File: config.mk
export PLATFORM = sky130hd
export DESIGN_NAME = tlc_interval_timer_ctrl
export DESIGN_NICKNAME = d
export VERILOG_FILES = /design/src/rtl/tlc_interval_timer_ctrl.sv
export SDC_FILE = /design/constraint.sdc
export NUM_CORES = 1
export LEC_CHECK = 0
export ABC_AREA = 1
export ABC_CLOCK_PERIOD_IN_PS = 3400
export CAP_MARGIN = 20
export CORE_MARGIN = 2
export CORE_UTILIZATION = 37
export DETAILED_ROUTE_END_ITERATION = 8
export GPL_TIMING_DRIVEN = 0
export SYNTH_ARGS = -nofsm -noshare
export SYNTH_HDL_FRONTEND = slang
export SYNTH_SLANG_ARGS = --single-unit
File: constraint.sdc
create_clock -name Clk -period 3.4 [get_ports Clk]
set_input_delay 0.34 -clock Clk [delete_from_list [all_inputs] [get_ports Clk]]
set_output_delay 0.34 -clock Clk [all_outputs]
set_load 0.1 [all_outputs]
File: src/rtl/tlc_interval_timer_ctrl.sv
// -----------------------------------------------------------------------------
// tlc_interval_timer_ctrl
//   Timing and request controller for the traffic light FSM.
//   - Prescaler derives a one-cycle tick at the end of every second.
//   - sec_count counts whole seconds in the current phase (saturating) and is
//     restarted by the FSM's RstCount strobe.
//   - phase_done compares elapsed seconds with the limit of the current state;
//     it is the FSM's only transition condition.
//   - farmSensor is synchronised (2 FFs), debounced and latched into farm_req.
//
// Build option:
//   TLC_SIM_TICK_EN  defined   : prescaler period SIM_DIV, debounce length 2
//                    undefined : prescaler period CLK_HZ, debounce length DEB_CYC
//
// Ports:
//   Clk         in   1      system clock
//   Rst         in   1      synchronous reset, active-high
//   state       in   3      FSM state code S0=0 .. S5=5
//   RstCount    in   1      restart-interval strobe (priority over tick)
//   farmSensor  in   1      raw farm-road sensor, asynchronous
//   tick        out  1      one-cycle pulse at the end of each second
//   sec_count   out  SEC_W  seconds elapsed in the current phase
//   phase_done  out  1      current phase limit met (combinational)
//   farm_req    out  1      latched, debounced farm request
//   state_err   out  1      sticky illegal-state flag (state 6 or 7)
//
// Handshake: none; RstCount is a level sampled on every rising edge of Clk.
// -----------------------------------------------------------------------------
module tlc_interval_timer_ctrl #(
  parameter int CLK_HZ     = 50000000,
  parameter int SEC_W      = 5,
  parameter int T_ALLRED   = 1,
  parameter int T_HWY_MIN  = 30,
  parameter int T_YEL      = 3,
  parameter int T_FARM_MIN = 3,
  parameter int T_FARM_MAX = 15,
  parameter int DEB_CYC    = 1000,
  parameter int SIM_DIV    = 4
) (
  input  logic             Clk,
  input  logic             Rst,
  input  logic [2:0]       state,
  input  logic             RstCount,
  input  logic             farmSensor,
  output logic             tick,
  output logic [SEC_W-1:0] sec_count,
  output logic             phase_done,
  output logic             farm_req,
  output logic             state_err
);

`ifdef TLC_SIM_TICK_EN
  localparam bit SIM_MODE = 1'b1;
`else
  localparam bit SIM_MODE = 1'b0;
`endif

  localparam int PERIOD  = SIM_MODE ? SIM_DIV : CLK_HZ;
  localparam int DEB_LEN = SIM_MODE ? 2 : DEB_CYC;
  localparam int PW      = (PERIOD > 1) ? $clog2(PERIOD) : 1;
  localparam int DW      = (DEB_LEN > 1) ? $clog2(DEB_LEN) : 1;

  localparam logic [PW-1:0]    PRESC_LAST = PW'(PERIOD - 1);
  localparam logic [DW-1:0]    DEB_LAST   = DW'(DEB_LEN - 1);
  localparam logic [SEC_W-1:0] SEC_MAX    = '1;
  localparam logic [SEC_W-1:0] L_ALLRED   = SEC_W'(T_ALLRED);
  localparam logic [SEC_W-1:0] L_HWY_MIN  = SEC_W'(T_HWY_MIN);
  localparam logic [SEC_W-1:0] L_YEL      = SEC_W'(T_YEL);
  localparam logic [SEC_W-1:0] L_FARM_MIN = SEC_W'(T_FARM_MIN);
  localparam logic [SEC_W-1:0] L_FARM_MAX = SEC_W'(T_FARM_MAX);

  logic [PW-1:0] r_presc;
  logic          r_sync1;
  logic          r_sync2;
  logic [DW-1:0] r_deb_cnt;
  logic          r_farm_present;

  // Prescaler and seconds counter. RstCount restarts the whole interval so
  // the next tick lands exactly one full period after the restart edge.
  always_ff @(posedge Clk) begin
    if (Rst) begin
      r_presc   <= '0;
      tick      <= 1'b0;
      sec_count <= '0;
    end else if (RstCount) begin
      r_presc   <= '0;
      tick      <= 1'b0;
      sec_count <= '0;
    end else if (r_presc == PRESC_LAST) begin
      r_presc <= '0;
      tick    <= 1'b1;
      if (sec_count != SEC_MAX) begin
        sec_count <= sec_count + 1'b1;
      end
    end else begin
      r_presc <= r_presc + 1'b1;
      tick    <= 1'b0;
    end
  end

  // Sensor path: two-flop synchroniser, then a run-length debounce. The
  // counter only advances while the synchronised level differs from the
  // accepted level, so any glitch back to the accepted level reloads it.
  always_ff @(posedge Clk) begin
    if (Rst) begin
      r_sync1        <= 1'b0;
      r_sync2        <= 1'b0;
      r_deb_cnt      <= '0;
      r_farm_present <= 1'b0;
    end else begin
      r_sync1 <= farmSensor;
      r_sync2 <= r_sync1;
      if (r_sync2 == r_farm_present) begin
        r_deb_cnt <= '0;
      end else if (r_deb_cnt == DEB_LAST) begin
        r_deb_cnt      <= '0;
        r_farm_present <= r_sync2;
      end else begin
        r_deb_cnt <= r_deb_cnt + 1'b1;
      end
    end
  end

  // Request latch (clear in S4 wins) and sticky illegal-state flag.
  always_ff @(posedge Clk) begin
    if (Rst) begin
      farm_req  <= 1'b0;
      state_err <= 1'b0;
    end else begin
      if (state == 3'd4) begin
        farm_req <= 1'b0;
      end else if (r_farm_present) begin
        farm_req <= 1'b1;
      end
      if (state[2] && state[1]) begin
        state_err <= 1'b1;
      end
    end
  end

  // Phase limit compare; illegal codes report done so the FSM leaves them.
  always_comb begin
    phase_done = 1'b1;
    case (state)
      3'd0, 3'd3: phase_done = (sec_count >= L_ALLRED);
      3'd1:       phase_done = (sec_count >= L_HWY_MIN) && farm_req;
      3'd2, 3'd5: phase_done = (sec_count >= L_YEL);
      3'd4:       phase_done = ((sec_count >= L_FARM_MIN) && !r_farm_present)
                               || (sec_count >= L_FARM_MAX);
      default:    phase_done = 1'b1;
    endcase
  end

endmodule
Word level (Yosys, flattened, before mapping)

Index checks and enable logic that the tools add are counted.

Bits in registers: 47
Input port bits: 7
Output and inout bits: 9
Word-level logic and storage cells: 42

Add/sub/neg operators: 3
Order comparisons: 4
Eq/ne operators: 9
Multiplexer cells: 2
Bitwise logic cells: 1
Reductions and logical operators: 14

Operator list:

| cell                    | count |
|---|---|
| $add A26 B1 Y26 const B | 1 |
| $eq A26 B26 Y1 const B  | 1 |
| $add A10 B1 Y10 const B | 1 |
| $eq A10 B10 Y1 const B  | 1 |
| $reduce_or A2 Y1        | 4 |
| $eq A3 B2 Y1 const B    | 2 |
| $eq A3 B3 Y1 const B    | 2 |
| $reduce_or A3 Y1        | 2 |
| $add A5 B1 Y5 const B   | 1 |
| $ge A5 B1 Y1 const B    | 1 |
| $ge A5 B2 Y1 const B    | 1 |
| $ge A5 B4 Y1 const B    | 1 |
| $ge A5 B5 Y1 const B    | 1 |
| $ne A5 B5 Y1 const B    | 1 |
| $pmux W1 S4             | 1 |
| $reduce_and A2 Y1       | 2 |
| $eq A3 B1 Y1 const B    | 1 |
| $logic_and A1 B1 Y1     | 3 |
| $logic_not A3 Y1        | 1 |
| $eq A1 B1 Y1            | 1 |
| $logic_not A1 Y1        | 1 |
| $logic_or A1 B1 Y1      | 1 |
| $mux W1                 | 1 |
| $not A1 Y1              | 1 |

Longest topological paths before layout

Gate-level depths: netlist of the first run.

Depth after elaboration: 4
Mapped depth: 9

Worst setup path before layout of the first run

No wires, ideal clock.

Path type: register -> output
Start point: reg sec_count[1]
End point: out phase_done
Arrival: 2.623 ns
Setup slack: 0.437 ns
Stages on the path, launching flop included: 9
Path buffers: 0
Cell sequence: dfxtp_1 -> ha_1 -> inv_1 -> nor2_1 -> ha_1 -> nor3_1 -> nand2_1 -> nand2_1 -> nand4_1

Cells in the longest elaborated chain, start to end: 4
Elaborated cells between the ends (all ways): 8
Classes of those cells: order compare (4); mux (1); reduce/logical (3)

RTL lines:

| what                   | RTL line | RTL |
|---|---|---|
| start, declared        | 46       | `output logic [SEC_W-1:0] sec_count,` |
| start signal, assigned | 93       | `sec_count <= sec_count + 1'b1;` |
| $ge A5 B2 Y1           | 147, 148 |  |
| $logic_and A1 B1 Y1    | 148      | `3'd4: phase_done = ((sec_count >= L_FARM_MIN) && !r_farm_present)` |
| $logic_or A1 B1 Y1     | 149      | `\|\| (sec_count >= L_FARM_MAX);` |
| $pmux W1 S4 (*)        | 144      | `case (state)` |
| end, declared          | 47       | `output logic phase_done,` |

Every way passes the cells marked *; elsewhere a longest branch is shown, timed or not.

Worst setup path after layout of the first run

Same ends and word-level chain as after synthesis.

==> results.md, run 1 <==
* CP Launch Type: flop
* Area Growth Syn to Fin at 14.2%
* Grt met2 use at 0.253
* Initial Utilization at 0.378
* Commonest non-fill, non-tap cells in the layout: 83 x nand2_1, 64 x nor2_1, 47 x inv_1, 47 x dfxtp_1, 24 x a21oi_1
* Crit share post-route at 0.928
* Number of inserted diodes at 0
* Yosys reg bits at 47
* WHS at 0.419 ns
* Tightest Hold Check Type: flop to flop
* Commonest non-fill, non-tap cell in the layout: nand2_1
* Slew @ Worst Pin at 0.979 ns
* Fin crit period at 3.15 ns
* Clock tree root driver cell: clkbuf_8
* Leakage power at 1.02 nW
* Vias in the first global route at 2162
* TritonCTS Buffers at 5
* Max-cap violations at 0
* CTS Sinks at 47
* Die Footprint at 0.00759 sq mm
* Sequential area share after synthesis at 0.368
* Status: finished, final reports clean
* # rows at 30
* DRT antenna net count at 0
* Worst EP arrival at 2.81 ns
* Crit path required time at 3.06 ns
* Core area at 0.00676 sq mm
* First-pass GRT wire length at 9.49 mm
* Antenna violations before repair at 0
* Fin util at 0.432
* Largest net degree at the start of global routing at 16
* Routed WL at 5.39 mm
* Global route overflow at 0
* Pwr Density at 348 mW/mm^2
* CTS tree: built
* Gr busiest metal: met2
* Fin nets at 411
* Clk slew on worst S/H paths at 0.09 ns
* Total power at 1.02 mW
* Total GRT Usage at 0.155
* Syn Nets at 389
* Drt pass-1 iters at 4
* Skew final at 0.00835 ns
* Post-cts sizing count at 0
* Met1 global-route usage at 0.202
* Avg Cell Area, Syn at 6.82 sq um
* Synth warn at 0
* DRC at 0
* Dpl cell area at 0.00281 sq mm
* Fin area at 0.00292 sq mm
* Final setup violation count at 0
* Fin. max-slew vios at 0
* PortBufs at 15
* Hold Fails Final Rpt at 0
* Setup TNS at 0 ns
* Cell area after synthesis at 0.00256 sq mm
* Crit end category: output pin
* Worst-skew pair later-pin latency at 0.30 ns
* Yosys cell types at 28
* DR vias/cell at 4.82
* Post-DP HPWL at 4.13 mm
* H-tree levels at 2
* Hold Path Depth at 2
* Worst VDD drop at 0.165 mV
* Met3 Usage GRT at 0.0332
* Worst r2r path cells at 8
* Die H at 87.1 um
* Gpl congestion at 0.898
* Post-CTS setup repair buffer count at 0
* Drt initial violations at 105
* Fmax at 0.317 GHz
* Die Wd at 87.1 um
* Routed wire per std cell at 11.3 um
* Crit Path Max Fanout at 9
* Clock Path Buffers at 2
* Post-Syn Instances at 375
* Layout cells sized above 1 at 0.0879
* Setup CP Type: flop to output pin
* Worst rel slew slack at 0.345
* Routed vias at 2303
* Ports at 16
* Post-CTS Hold Buffers at 0
* RSZ-0062 raised after global routing: no
cell usage after synthesis, drive strengths merged:
master | count | area [sq um]
nand3 | 26 | 158
xnor2 | 5 | 43.8
nor3 | 21 | 110
nor3b | 1 | 7.51
o21bai | 2 | 15.0
nand4 | 8 | 50.1
or2 | 2 | 12.5
dfxtp | 47 | 941
buf | 2 | 22.5
inv | 50 | 188
xor2 | 8 | 70.1
nor2 | 75 | 324
nand3b | 2 | 15.0
a21oi | 24 | 120
nor4 | 1 | 6.26
ha | 7 | 87.6
nand2 | 89 | 359
o21ai | 4 | 20.0
and3 | 1 | 6.26
final timing paths:
kind / start / to / slack (ns)
setup / recovery: sec_count[1] / phase_done / 0.25
hold / removal: r_sync1 / r_sync2 / 0.42
setup reg to reg: sec_count[1] / sec_count[2] / 1.72
hold reg to reg: r_sync1 / r_sync2 / 0.42
per-stage QoR:
step	worst slack (ns)	instances
floorplan	0.437	375
global placement	0.581	470
detailed placement	0.575	470
CTS	0.232	478
global route	0.0978	478
finish	0.245	478
logic make-up after synthesis:
logic type,after synthesis,synth area share
AO/OA/AOI/OAI,30,0.0607
XOR/XNOR,13,0.0445
adder cells (fa/ha/maj),7,0.0343
buffers and inverters,52,0.0822
flip-flops,47,0.368
AND/OR/NAND/NOR,226,0.410
sequential cells by signal, indices dropped and copies added (netlist names):
register,count
r_sync2,1
r_deb_cnt,10
r_presc,26
r_farm_present,1
state_err,1
r_sync1,1
farm_req,1
sec_count,5
tick,1
metal layers:
metal  vias to the layer above  routed length, um  part of all wire
li1                       1240                  -                 -
met1                      1026               2730              0.51
met2                        30               2420              0.45
met3                         7                172             0.032
met4                         0                 70             0.013
met5                         -                  0                 0
worst max-delay path, cell delays in order, from the launching register on:
cell             delay [ns]
dfxtp_1                0.51
ha_1                   0.25
inv_1                  0.06
nor2_1                 0.15
ha_1                   0.17
nor3_1                 0.05
nand2_1                0.07
nand2_1                0.05
nand4_1                0.07
clkdlybuf4s50_1        1.13
report_power, final:
| group | total (mW) | switching (mW) | internal (mW) |
|---|---|---|---|
| clock network | 0.418 | 0.199 | 0.219 |
| registers | 0.556 | 0.00265 | 0.553 |
| logic | 0.0428 | 0.0273 | 0.0155 |
area by class of cell:
| type | instances | area [sq um] |
|---|---|---|
| Fill cell | 721 | 3840 |
| Multi-Input combinational cell | 276 | 1410 |
| Sequential cell | 47 | 941 |
| Inverter | 50 | 188 |
| Timing Repair Buffer | 15 | 150 |
| Tap cell | 80 | 100 |
| Clock buffer | 5 | 68.8 |
| Clock inverter | 3 | 43.8 |
| Buffer | 2 | 22.5 |
No activity file was read; power rests on OpenSTA's default activity.
==> run 2, diff against run 1 <==
--- a/config.mk
+++ b/config.mk
@@ -8,6 +8,7 @@
 export ABC_AREA = 1
 export ABC_CLOCK_PERIOD_IN_PS = 3400
 export CAP_MARGIN = 20
+export CORE_ASPECT_RATIO = 1.25
 export CORE_MARGIN = 2
 export CORE_UTILIZATION = 37
 export DETAILED_ROUTE_END_ITERATION = 8
==> run 2 against run 1 <==
Against the previous run: via count decreased by 0.43%; wire length down 0.83%; sequential cell count unchanged; die area about the same; clock power rose by 2%; non-clock buffer count unchanged; sequential share of layout area decreased by 0.15 points; register-to-register slack improved by 0.02 ns; critical endpoint unchanged; largest power group unchanged.
==> results.md, run 2 (synthesized netlist as in run 1, its figures left out) <==
* Status: finished, final reports clean
* Leakage power at 1.03 nW (+0.30%)
* # rows at 33 (+10%)
* Pwr Density at 350 mW/mm^2 (+0.44%)
* TritonCTS Buffers at 5 (unchanged)
* Crit path required time at 3.06 ns (about the same)
* DRC at 0 (unchanged)
* Worst-skew pair later-pin latency at 0.31 ns (about the same)
* Worst VDD drop at 0.193 mV (+17%)
* Number of inserted diodes at 0 (unchanged)
* Gpl congestion at 0.858 (-4.5%)
* CP top delay family: buffers and inverters
* Commonest non-fill, non-tap cell in the layout: nand2_1
* Fin nets at 411 (unchanged)
* Final setup violation count at 0 (unchanged)
* Die Footprint at 0.00759 sq mm (about the same)
* Post-CTS Hold Buffers at 0 (unchanged)
* Ports at 16 (unchanged)
* Drt pass-1 iters at 4 (unchanged)
* Combinational Power Share at 0.042 (about the same)
* Fin. max-slew vios at 0 (unchanged)
* Placement Setup Slack at 0.573 ns (-0.00228 ns)
* CTS tree: built
* Vias in the first global route at 2257 (+4.4%)
* Max stage delay cell, worst path: clkdlybuf4s50_1
* Fmax at 0.320 GHz (+0.87%)
* Smallest setup slack after layout at 0.273 ns (+0.0273 ns)
* P_sw at 0.220 mW (-4.1%)
* H-tree levels at 2 (unchanged)
* Clock share of power at 0.416 (+0.005)
* Setup TNS at 0 ns (unchanged)
* Post-DP HPWL at 4.14 mm (+0.44%)
* Largest net degree at the start of global routing at 15 (-1)
* Die H at 96.9 um (+11%)
* Routed WL at 5.35 mm (-0.83%)
* Flop pwr share at 0.541 (-0.006)
* DR vias/cell at 4.73 (-1.9%)
* Int Pwr at 0.807 mW (+2.4%)
* Commonest non-fill, non-tap cells in the layout: 83 x nand2_1, 64 x nor2_1, 47 x inv_1, 47 x dfxtp_1, 24 x a21oi_1
* Tightest Hold Check Type: flop to flop
* Routed wire per std cell at 11.0 um (-2.3%)
* Global route overflow at 0 (unchanged)
* Sw Share at 0.214 (-0.0112)
* RSZ-0062 raised after global routing: no
* Hold Fails Final Rpt at 0 (unchanged)
* First-pass GRT wire length at 9.53 mm (+0.43%)
* Initial Utilization at 0.387 (+0.00860)
* Die Wd at 78.3 um (-10%)
* Antenna violations before repair at 0 (unchanged)
* Clk slew on worst S/H paths at 0.08 ns (about the same)
* Reg with most FFs: r_presc
* CTS Sinks at 47 (unchanged)
* Clock tree root driver cell: clkbuf_8
* Drt initial violations at 113 (+7.6%)
* Biggest regs: r_presc: 26 flops, r_deb_cnt: 10 flops, sec_count: 5 flops
* Post-CTS setup repair buffer count at 0 (unchanged)
* Worst EP arrival at 2.79 ns (-0.02 ns)
* Post-cts sizing count at 0 (unchanged)
* Area Growth Syn to Fin at 14.7%
* Max FFs per register at 26 (unchanged)
* Setup CP Type: flop to output pin
* Routed vias at 2293 (-0.43%)
* Crit path cell chain: ha_1 -> inv_1 -> nor2_1 -> ha_1 -> nor3_1 -> nand2_1 -> nand2_1 -> nand4_1 -> clkdlybuf4s50_1
* Skew final at 0.00850 ns (+0.000153 ns)
* Slew @ Worst Pin at 0.966 ns (-0.0132 ns)
* Layout cells sized above 1 at 0.0879 (unchanged)
* Core area at 0.00661 sq mm (-2.2%)
* Total GRT Usage at 0.154 (-0.00143)
* Inst Count DP at 477 (+1.5%)
* Buf+Inv Stages, Crit Path at 2 (unchanged)
* Non-filler instance count after layout at 485 (+1.5%)
* Worst rel slew slack at 0.354 (+0.00884)
* PortBufs at 15 (unchanged)
* Crit end category: output pin
* Crit Path Max Fanout at 9 (unchanged)
* Crit-path max cell delay at 1.13 ns (about the same)
* DRT antenna net count at 0 (unchanged)
* Fin crit period at 3.13 ns (-0.0273 ns)
* Clock Path Buffers at 2 (unchanged)
* CP Launch Type: flop
* Crit share post-route at 0.920 (-0.00804)
* Max-cap violations at 0 (unchanged)
==> run 2: changes by cell type in the layout (fill, tap and decap cells not counted), sizes merged <==
cell    delta
clkbuf     +1
clkinv     -1
==> run 2: final timing paths <==
| check | cells past startpoint | slack [ns] | start | to |
|---|---|---|---|---|
| worst max-delay path | 9 | 0.27 | sec_count[1] | phase_done |
| worst max register to register | 8 | 1.74 | sec_count[1] | sec_count[2] |
| worst min-delay path | 2 | 0.42 | r_sync1 | r_sync2 |
| worst min register to register | 2 | 0.42 | r_sync1 | r_sync2 |
==> run 2: worst min-delay path, cell delays in order (launching register included) <==
cell and delay, ns:
dfxtp_1 0.31, inv_1 0.04, nor2_1 0.03
==> run 2: layout make-up <==
type / count / area (sq um)
flip-flops and latches: 47 / 941
clock inverters: 2 / 35.0
plain buffers: 2 / 22.5
inverters: 50 / 188
fillers: 708 / 3670
repair buffers: 15 / 150
multi-input cells: 276 / 1410
clock buffers: 6 / 82.6
well taps: 87 / 109
==> run 2: metrics by stage <==
step,utilization,hold WS (ns),power (mW),cell area [sq um]
floorplan,-,0.388,0.596,2560
global placement,0.426,0.414,0.612,2820
detailed placement,0.426,0.409,0.613,2820
CTS,0.444,0.422,1.04,2930
global route,0.444,0.435,1.07,2930
finish,0.444,0.420,1.03,2930
==> run 2: power by group through the flow <==
| stage | Sequential (mW) | Clock [mW] | Combinational [mW] |
|---|---|---|---|
| global placement | 0.569 | 0 | 0.0433 |
| finish | 0.556 | 0.427 | 0.0434 |
| CTS | 0.556 | 0.440 | 0.0438 |
| detailed placement | 0.569 | 0 | 0.0437 |
| floorplan | 0.574 | 0 | 0.0216 |
| global route | 0.557 | 0.462 | 0.0473 |
==> run 2: metal layers <==
metal | GRT usage | wire length [um] | part of all wire | vias up
li1 | - | - | - | 1231
met1 | 0.178 | 2420 | 0.45 | 1012
met2 | 0.273 | 2630 | 0.49 | 38
met3 | 0.0326 | 165 | 0.031 | 12
met4 | 0.0607 | 128 | 0.024 | 0
met5 | 0 | 0 | 0 | -
==> run 3, diff against run 2 <==
--- a/config.mk
+++ b/config.mk
@@ -7,7 +7,7 @@
 export LEC_CHECK = 0
 export ABC_AREA = 1
 export ABC_CLOCK_PERIOD_IN_PS = 3400
-export CAP_MARGIN = 20
+export CAP_MARGIN = 5
 export CORE_ASPECT_RATIO = 1.25
 export CORE_MARGIN = 2
 export CORE_UTILIZATION = 37
==> results of run 3 <==
Final layout, timing and power as in run 2 (identical DEF).
